--- src/rtl/detect_pkg.sv ---
// Shared types for the sequence detector and its event logger:
// detector mode tags and the logged event record.
package detect_pkg;

    typedef enum logic [1:0] {
        MODE_MOORE_OV  = 2'b00,
        MODE_MOORE_NOV = 2'b01,
        MODE_MEALY_OV  = 2'b10,
        MODE_MEALY_NOV = 2'b11
    } mode_t;

    // Widest timestamp any logger instance may carry.
    localparam int MAX_TS_W = 32;

    typedef struct packed {
        logic [MAX_TS_W-1:0] ts;
        mode_t               mode;
    } event_t;

endpackage

--- src/rtl/detection_event_logger_if.sv ---
// Valid/ready event stream from the logger to a slower sink.
interface detection_event_logger_if
    import detect_pkg::*;
#(
    parameter int TS_W = 16
);
    logic            evt_valid;
    logic            evt_ready;
    logic [TS_W-1:0] evt_ts;
    mode_t           evt_mode;

    modport master (output evt_valid, evt_ts, evt_mode, input evt_ready);
    modport slave  (input evt_valid, evt_ts, evt_mode, output evt_ready);
endinterface

--- src/rtl/event_fifo.sv ---
// Generic synchronous show-ahead FIFO; head is visible on dout whenever not empty.
module event_fifo #(
    parameter int WIDTH = 8,
    parameter int DEPTH = 4
) (
    input  logic             clk,
    input  logic             rst,
    input  logic             flush,
    input  logic             push,
    input  logic             pop,
    input  logic [WIDTH-1:0] din,
    output logic [WIDTH-1:0] dout,
    output logic             full,
    output logic             empty
);
    localparam int AW = $clog2(DEPTH);

    logic [AW:0]      wr_ptr_reg;
    logic [AW:0]      rd_ptr_reg;
    logic [WIDTH-1:0] mem [DEPTH];
    logic             wr_en;
    logic             rd_en;
    logic             init;

    assign init  = rst | flush;
    assign empty = (wr_ptr_reg == rd_ptr_reg);
    assign full  = (wr_ptr_reg[AW] != rd_ptr_reg[AW]) &&
                   (wr_ptr_reg[AW-1:0] == rd_ptr_reg[AW-1:0]);
    assign rd_en = pop & ~empty;
    // A pop on the same edge frees the slot, so a full FIFO can still accept.
    assign wr_en = push & ~init & (~full | rd_en);

    always_ff @(posedge clk) begin
        if (init) begin
            wr_ptr_reg <= '0;
            rd_ptr_reg <= '0;
        end else begin
            if (wr_en) wr_ptr_reg <= wr_ptr_reg + (AW+1)'(1);
            if (rd_en) rd_ptr_reg <= rd_ptr_reg + (AW+1)'(1);
        end
    end

    always_ff @(posedge clk) begin
        if (wr_en) mem[wr_ptr_reg[AW-1:0]] <= din;
    end

    assign dout = mem[rd_ptr_reg[AW-1:0]];
endmodule

--- src/rtl/detection_event_logger.sv ---
// Timestamps detector hits, queues them for a slow sink and keeps
// saturating hit/drop statistics.
module detection_event_logger
    import detect_pkg::*;
#(
    parameter int TS_W  = 16,
    parameter int DEPTH = 4,
    parameter int CNT_W = 16
) (
    input  logic                     clk,
    input  logic                     rst,
    input  logic                     clear,
    input  logic                     hit,
    input  mode_t                    mode,
    detection_event_logger_if.master evt,
    output logic [CNT_W-1:0]         hit_count,
    output logic [CNT_W-1:0]         drop_count,
    output logic                     overflow
);
    localparam int EW = TS_W + 2;

    logic [TS_W-1:0]  ts_cnt_reg;
    logic [CNT_W-1:0] hit_count_reg;
    logic [CNT_W-1:0] drop_count_reg;
    logic             overflow_reg;
    logic             full;
    logic             empty;
    logic             pop;
    logic             drop;
    logic [EW-1:0]    head;

    assign pop  = ~empty & evt.evt_ready;
    assign drop = hit & full & ~pop;

    event_fifo #(
        .WIDTH(EW),
        .DEPTH(DEPTH)
    ) u_fifo (
        .clk   (clk),
        .rst   (rst),
        .flush (clear),
        .push  (hit),
        .pop   (pop),
        .din   ({ts_cnt_reg, mode}),
        .dout  (head),
        .full  (full),
        .empty (empty)
    );

    always_ff @(posedge clk) begin
        if (rst || clear) begin
            ts_cnt_reg     <= '0;
            hit_count_reg  <= '0;
            drop_count_reg <= '0;
            overflow_reg   <= 1'b0;
        end else begin
            ts_cnt_reg <= ts_cnt_reg + TS_W'(1);
            if (hit && hit_count_reg != '1)
                hit_count_reg <= hit_count_reg + CNT_W'(1);
            if (drop) begin
                overflow_reg <= 1'b1;
                if (drop_count_reg != '1)
                    drop_count_reg <= drop_count_reg + CNT_W'(1);
            end
        end
    end

    // Head fields read as zero while the queue is empty.
    assign evt.evt_valid = ~empty;
    assign evt.evt_ts    = empty ? '0 : head[EW-1:2];
    assign evt.evt_mode  = empty ? MODE_MOORE_OV : mode_t'(head[1:0]);

    assign hit_count  = hit_count_reg;
    assign drop_count = drop_count_reg;
    assign overflow   = overflow_reg;
endmodule
--- src/flat_wrapper.sv ---
// flat-port wrapper written by rule: the top's interface ports become plain ports
module detection_event_logger_flat import detect_pkg::*;
#(
    parameter int TS_W  = 16,
    parameter int DEPTH = 4,
    parameter int CNT_W = 16
)
  (clk, rst, clear, hit, mode, hit_count, drop_count, overflow, evt_evt_valid, evt_evt_ts, evt_evt_mode, evt_evt_ready);
  detection_event_logger_if #(.TS_W(TS_W)) evt_i ();
  input  logic clk;
  input  logic rst;
  input  logic clear;
  input  logic hit;
  input  mode_t mode;
  output logic [CNT_W-1:0] hit_count;
  output logic [CNT_W-1:0] drop_count;
  output logic overflow;
  output wire logic [$bits(evt_i.evt_valid)-1:0] evt_evt_valid;
  output wire logic [$bits(evt_i.evt_ts)-1:0] evt_evt_ts;
  output wire logic [$bits(evt_i.evt_mode)-1:0] evt_evt_mode;
  input wire logic [$bits(evt_i.evt_ready)-1:0] evt_evt_ready;
  assign evt_evt_valid = evt_i.evt_valid;
  assign evt_evt_ts = evt_i.evt_ts;
  assign evt_evt_mode = evt_i.evt_mode;
  assign evt_i.evt_ready = evt_evt_ready;
  detection_event_logger #(.TS_W(TS_W), .DEPTH(DEPTH), .CNT_W(CNT_W)) u_core (.clk(clk), .rst(rst), .clear(clear), .hit(hit), .mode(mode), .evt(evt_i), .hit_count(hit_count), .drop_count(drop_count), .overflow(overflow));
endmodule
--- config.mk ---
export PLATFORM = sky130hd
export DESIGN_NAME = detection_event_logger_flat
export DESIGN_NICKNAME = d
export VERILOG_FILES = /design/src/rtl/detect_pkg.sv /design/src/rtl/detection_event_logger_if.sv /design/src/rtl/event_fifo.sv /design/src/rtl/detection_event_logger.sv /design/src/flat_wrapper.sv
export SDC_FILE = /design/constraint.sdc
export NUM_CORES = 1
export LEC_CHECK = 0
export CORE_AREA = 2 2 97 99
export CTS_CLUSTER_SIZE = 8
export DETAILED_ROUTE_END_ITERATION = 8
export DIE_AREA = 0 0 99 101
export DONT_BUFFER_PORTS = 1
export GPL_ROUTABILITY_DRIVEN = 0
export PLACE_DENSITY = 0.78
export SETUP_SLACK_MARGIN = 0.3
export SLEW_MARGIN = 5
export SYNTH_ARGS = -nofsm -noshare
export SYNTH_HDL_FRONTEND = slang
export SYNTH_SLANG_ARGS = --single-unit
export TNS_END_PERCENT = 10
--- constraint.sdc ---
create_clock -name clk -period 4.25 [get_ports clk]
set_input_delay 0.85 -clock clk [delete_from_list [all_inputs] [get_ports clk]]
set_output_delay 0.85 -clock clk [all_outputs]
set_load 0.01 [all_outputs]
Word-level counts from Yosys, hierarchy flattened
Memories as Yosys holds them, arrays and structs flattened. A register that Yosys moved wholly into a read port is not among the register bits.
Cells that the tools add are included.
{"block": "word_totals", "out_inout_bits": 52, "regBits": 55, "input_bits": 7, "ramBits": 72, "wordCells": 39, "memories": 1}
{"block": "op_classes", "add_sub_neg": 5, "muxes": 6, "bitwise_logic": 12, "eq_ne": 5, "n_reduce_logical": 4}
{"name": "u_core.u_fifo.mem", "words": 4, "word_bits": 18, "rd": 1, "rd_ports_with_merged_regs": 1, "write_ports": 1, "line": "event_fifo.sv:20", "source": "logic [WIDTH-1:0] mem [DEPTH];"}
{"operator": "adder 16 x 1 -> 16 bit (second input constant)", "count": 3}
{"operator": "!= test 16 bit (second input constant)", "count": 2}
{"operator": "2-to-1 mux 16 bit", "count": 1}
{"operator": "adder 3 x 1 -> 3 bit (second input constant)", "count": 2}
{"operator": "bitwise AND 1 bit", "count": 6}
{"operator": "2-to-1 mux 2 bit", "count": 3}
{"operator": "NOT 1 bit", "count": 4}
{"operator": "== test 3 bit", "count": 1}
{"operator": "== test 2 bit", "count": 1}
{"operator": "logical AND 1 bit", "count": 2}
{"operator": "2-to-1 mux 1 bit", "count": 2}
{"operator": "bitwise OR 1 bit", "count": 2}
{"operator": "AND reduction 2 bit", "count": 1}
{"operator": "logical OR 1 bit", "count": 1}
{"operator": "!= test 1 bit", "count": 1}

Longest topological paths before layout
{"block": "logic_depth", "depth_word": 8, "mapped_depth": 6}

Cells and area by module
A second synthesis with hierarchy kept.
{"block": "hier_totals", "hier_cells": 458, "area_unflattened_um2": 5617.9}
{"module": "event_fifo", "cells_each": 157, "area_each_um2": 3123.0, "n_inst": 1}
{"module": "detection_event_logger", "cells_each": 301, "area_each_um2": 2494.9, "n_inst": 1}

Worst setup path before layout
No wires, ideal clock.
{"block": "synth_timing", "path_kind": "input -> register", "startpoint": "input port clear", "endpoint": "memory u_core.u_fifo.mem[3][0] (netlist bit) (enable)", "setup_time_ps": 416, "arrival_time_ps": 2875, "stages": 4, "setup_slack_ps": 959, "path_cell_list": "or2_2 > clkbuf_1 > buf_1 > nor3_1"}
{"block": "synth_via", "elab_chain_len": 6}
{"element": "start, declared", "line": "flat_wrapper.sv:12", "source": "input logic clear;"}
{"element": "bitwise OR 1 bit", "line": "event_fifo.sv:25", "source": "assign init = rst | flush;"}
{"element": "NOT 1 bit", "line": "event_fifo.sv:31", "source": "assign wr_en = push & ~init & (~full | rd_en);"}
{"element": "bitwise AND 1 bit (2 in series)", "line": "event_fifo.sv:31"}
{"element": "2-to-1 mux 1 bit", "line": "event_fifo.sv:44", "source": "if (wr_en) mem[wr_ptr_reg[AW-1:0]] <= din;"}
{"element": "2-to-1 mux 1 bit (not written as such)", "line": "event_fifo.sv:44"}
{"element": "end, declared", "line": "event_fifo.sv:20"}
No other way between the ends.

==> summary.txt <==
Finish
  • Share of cells above drive strength 1: 13.48%
  • Area growth, synth to finish: 13.02%
  • Layout Nets: 462
  • Most common cell after layout, fill and taps aside: edfxtp_1
  • Most frequent cells in the layout: edfxtp_1 (72), dfxtp_1 (57), nor2_1 (28)
  • Largest register FFs: 72
  • Post-route design area: 6236 µm²
  • Inserted Diodes: 0
  • Final Util: 69.46%
  • # fillers: a little over 600
  • Non-Filler Instances: between 500 and 600

Logic synthesis
  • Ys async rst share: 0%
  • Synth Flop Type: edfxtp_1
  • Post-synthesis xor/xnor area fraction: 3.152%
  • Post-synth EDFFs: 72
  • Yosys cell types: 45
  • Simple-Gate Fraction of Synth Area: 16.85%
  • Area share of fa/ha/maj cells after synthesis: 1.814%
  • Post-synthesis mux area share: 8.798%
  • Post-synthesis cell count: 437
  • Avg Inst Size Synth: roughly 13 µm²
  • Largest family of logic cells by synthesized area: simple AND/OR/NAND/NOR gates
  • Synth Area in Compound Gates: between 7 and 8%
  • Post-synthesis cell area: 5518 µm²
  • Yosys warns: 0
  • Syn Nets: between 400 and 500
  • Sequential fraction of the synthesis area: 59.86%
  • Seq cells post-synth: 129

Worst setup path
  • Worst flop-to-flop path endpoint: u_core.u_fifo.mem[1][2]$_DFFE_PP_
  • Cells on worst reg2reg path: 4
  • CP peak stage delay: 550 ps
  • Slowest cell on the critical path: mux4_2
  • Buf+Inv Stages, Crit Path: 1
  • Worst setup path category: flop to primary output
  • Critical Path, Cell by Cell: buf_4, mux4_2, nor2b_1
  • Critical Path AT: ~2100 ps
  • CP required: 3400 ps
  • Crit path max-delay family: multiplexers
  • Worst r2r src: u_core.u_fifo.wr_ptr_reg[1]$_SDFFE_PP0P_
  • Crit path max fanout: 14
  • Startpoint types: flop
  • Worst R2R Setup Slack: 1960 ps
  • CP endpoint kind: primary output

Pwr
  • Power Dens Cells: 451.0 nW/µm²
  • Leakage power: 1.994 nW
  • VDD IR max: 278.1 µV

STA
  • Final Hold Fails: 0
  • Tcrit/Tclk final: 69.76%
  • Clock Skew: roughly 11 ps
  • RSZ-0062 raised after global routing: false
  • Setup_tns: 0 ps
  • Slew HR: 30.90%
  • Setup slack after layout: 1285 ps
  • Tmin final: 2965 ps
  • Final setup vio count: 0
  • Max-slew violations: 0
  • Max Clk Rate: 337.3 MHz
  • Tightest Pin Transition: 1028 ps

Clock tree
  • Clock Latency Late Sink: 510 ps
  • Root buffer cell: clkbuf_8
  • PostCTS Resize Cnt: 0
  • Postcts setup bufs: 0
  • Clock transition at path regs: 60 ps
  • Htree depth: 4
  • CTS tree: yes
  • TritonCTS buffer count: 17
  • CTS sink count: 129
  • Longest Clk Path Bufs: 2
  • Hold-fix buffers at CTS: 0

Detailed routing
  • Drt pass-1 iters: 4
  • Routed wire length: roughly 11,000 µm
  • Avg WL per Cell: 18.46 µm
  • DRC: 0
  • DR vias: 3,588
  • 1st-iter DRT viols: 140
  • Vias per std cell: 6.284
  • Remaining antenna violation count: 0

Global route
  • Initial antenna violation count: 0
  • Vias in the first global route: ~3,600
  • Total GRT Usage: 22.51%
  • Largest net degree at the start of global routing: 48
  • Grt ovf: 0
  • First-pass GRT wire length: 17,490 µm

Floorplanning
  • Die outline height: 101 µm
  • Io pins: 59
  • FP Rows: 35
  • DIE WIDTH: between 90 and 100 µm
  • Die Area: approximately 10000 µm²
  • Initial core utilization: 61.46%
  • Core Area: roughly 9000 µm²

Worst hold path
  • Hold EP: u_core.u_fifo.mem[2][1]$_DFFE_PP_
  • Hold path start: mode[1]
  • HP Class: primary input to flop
  • Hold Path Depth: 0

Placement
  • Placed cells: 539
  • Port Buffer Count: 0
  • Post-Place Worst Slack: 1687 ps
  • Post-DP Area: 5645 µm²
  • Hpwl dp: 6624 µm

Status
  • Status: finished clean

Job
  • Max Cap Viol: 0
-- Yosys cell counts (2+ instances only) --
library cell | n | area, µm²
nor3_1 | 8 | 40.04
o21a_1 | 2 | 15.01
buf_2 | 5 | 25.02
nor4_2 | 2 | 25.02
nand2_1 | 26 | 97.59
clkbuf_1 | 5 | 18.77
buf_1 | 4 | 15.01
dfxtp_1 | 57 | 1141
nor2b_1 | 19 | 118.9
mux2i_1 | 8 | 80.08
and3_1 | 3 | 18.77
nor4_1 | 9 | 56.30
o31ai_1 | 13 | 97.59
nand3_1 | 17 | 85.08
nand4_1 | 11 | 68.82
and4_1 | 8 | 70.07
or4_1 | 15 | 112.6
mux4_2 | 18 | 405.4
inv_1 | 13 | 48.80
a211oi_1 | 2 | 15.01
o41ai_1 | 3 | 26.28
nor2_1 | 28 | 105.1
a21oi_1 | 21 | 105.1
edfxtp_1 | 72 | 2162
o311ai_0 | 3 | 26.28
a41o_1 | 2 | 20.02
and2_1 | 4 | 25.02
ha_1 | 8 | 100.1
xor2_1 | 7 | 61.31
or3_1 | 11 | 68.82
o21ai_0 | 9 | 45.04
xnor2_1 | 11 | 96.34
-- metal layers --
layer  up-vias  share of wire [%]  track usage (%)
li1       1721                  -                -
met1      1770                 43            27.37
met2        95                 51            37.99
met3         2                5.5            6.935
met4         0               0.40            8.430
met5         -                  0                0
-- power breakdown --
part / internal [mW] / switching, mW / total, mW
logic: 0.0224 / 0.0393 / 0.0617
clock network: 0.908 / 0.519 / 1.43
registers: 1.32 / 0.00659 / 1.32
-- stage by stage --
stage | power (mW) | hold WS [ps]
finish | 2.812 | 431.7
global route | 2.904 | 399.9
CTS | 2.839 | 402.7
detailed placement | 1.413 | 508.2
global placement | 1.410 | 479.3
floorplan | 1.396 | 453.3
-- how the worst max path moves through the flow --
stage / slack, ps / to / depth (start not counted) / from
after floorplan: 960 / u_core.u_fifo.mem[3][0]$_DFFE_PP_ / 4 / clear
final: 1290 / evt_evt_ts[3] / 3 / flop
after global routing: 1120 / evt_evt_ts[3] / 3 / flop
after CTS: 1190 / evt_evt_ts[3] / 3 / flop
after detailed placement: 1690 / u_core.u_fifo.mem[2][11]$_DFFE_PP_ / 4 / hit
after global placement: 1710 / u_core.u_fifo.mem[2][1]$_DFFE_PP_ / 4 / hit
-- worst reg2reg max path: stages, from the launching register on --
cell	delay, ps
dfxtp_1	470
xnor2_1	160
a41o_1	320
nor2_1	170
and2_1	790
-- area by class of cell --
cell class	count	area (µm²)	area share, %
Tap cell	111	138.9	2.227
Inverter	13	48.80	0.7825
Clock buffer	19	431.7	6.922
Timing Repair Buffer	5	37.54	0.6019
Sequential cell	129	3303	52.97
Clock inverter	13	158.9	2.548
Multi-Input combinational cell	281	2117	33.95
-- kinds of logic after synthesis --
group	Yosys count
flip-flops	129
adder cells (fa/ha/maj)	8
buffers and inverters	27
XOR/XNOR	19
AO/OA/AOI/OAI	63
multiplexers	26
AND/OR/NAND/NOR	165
(Power assumes the default switching activity.)
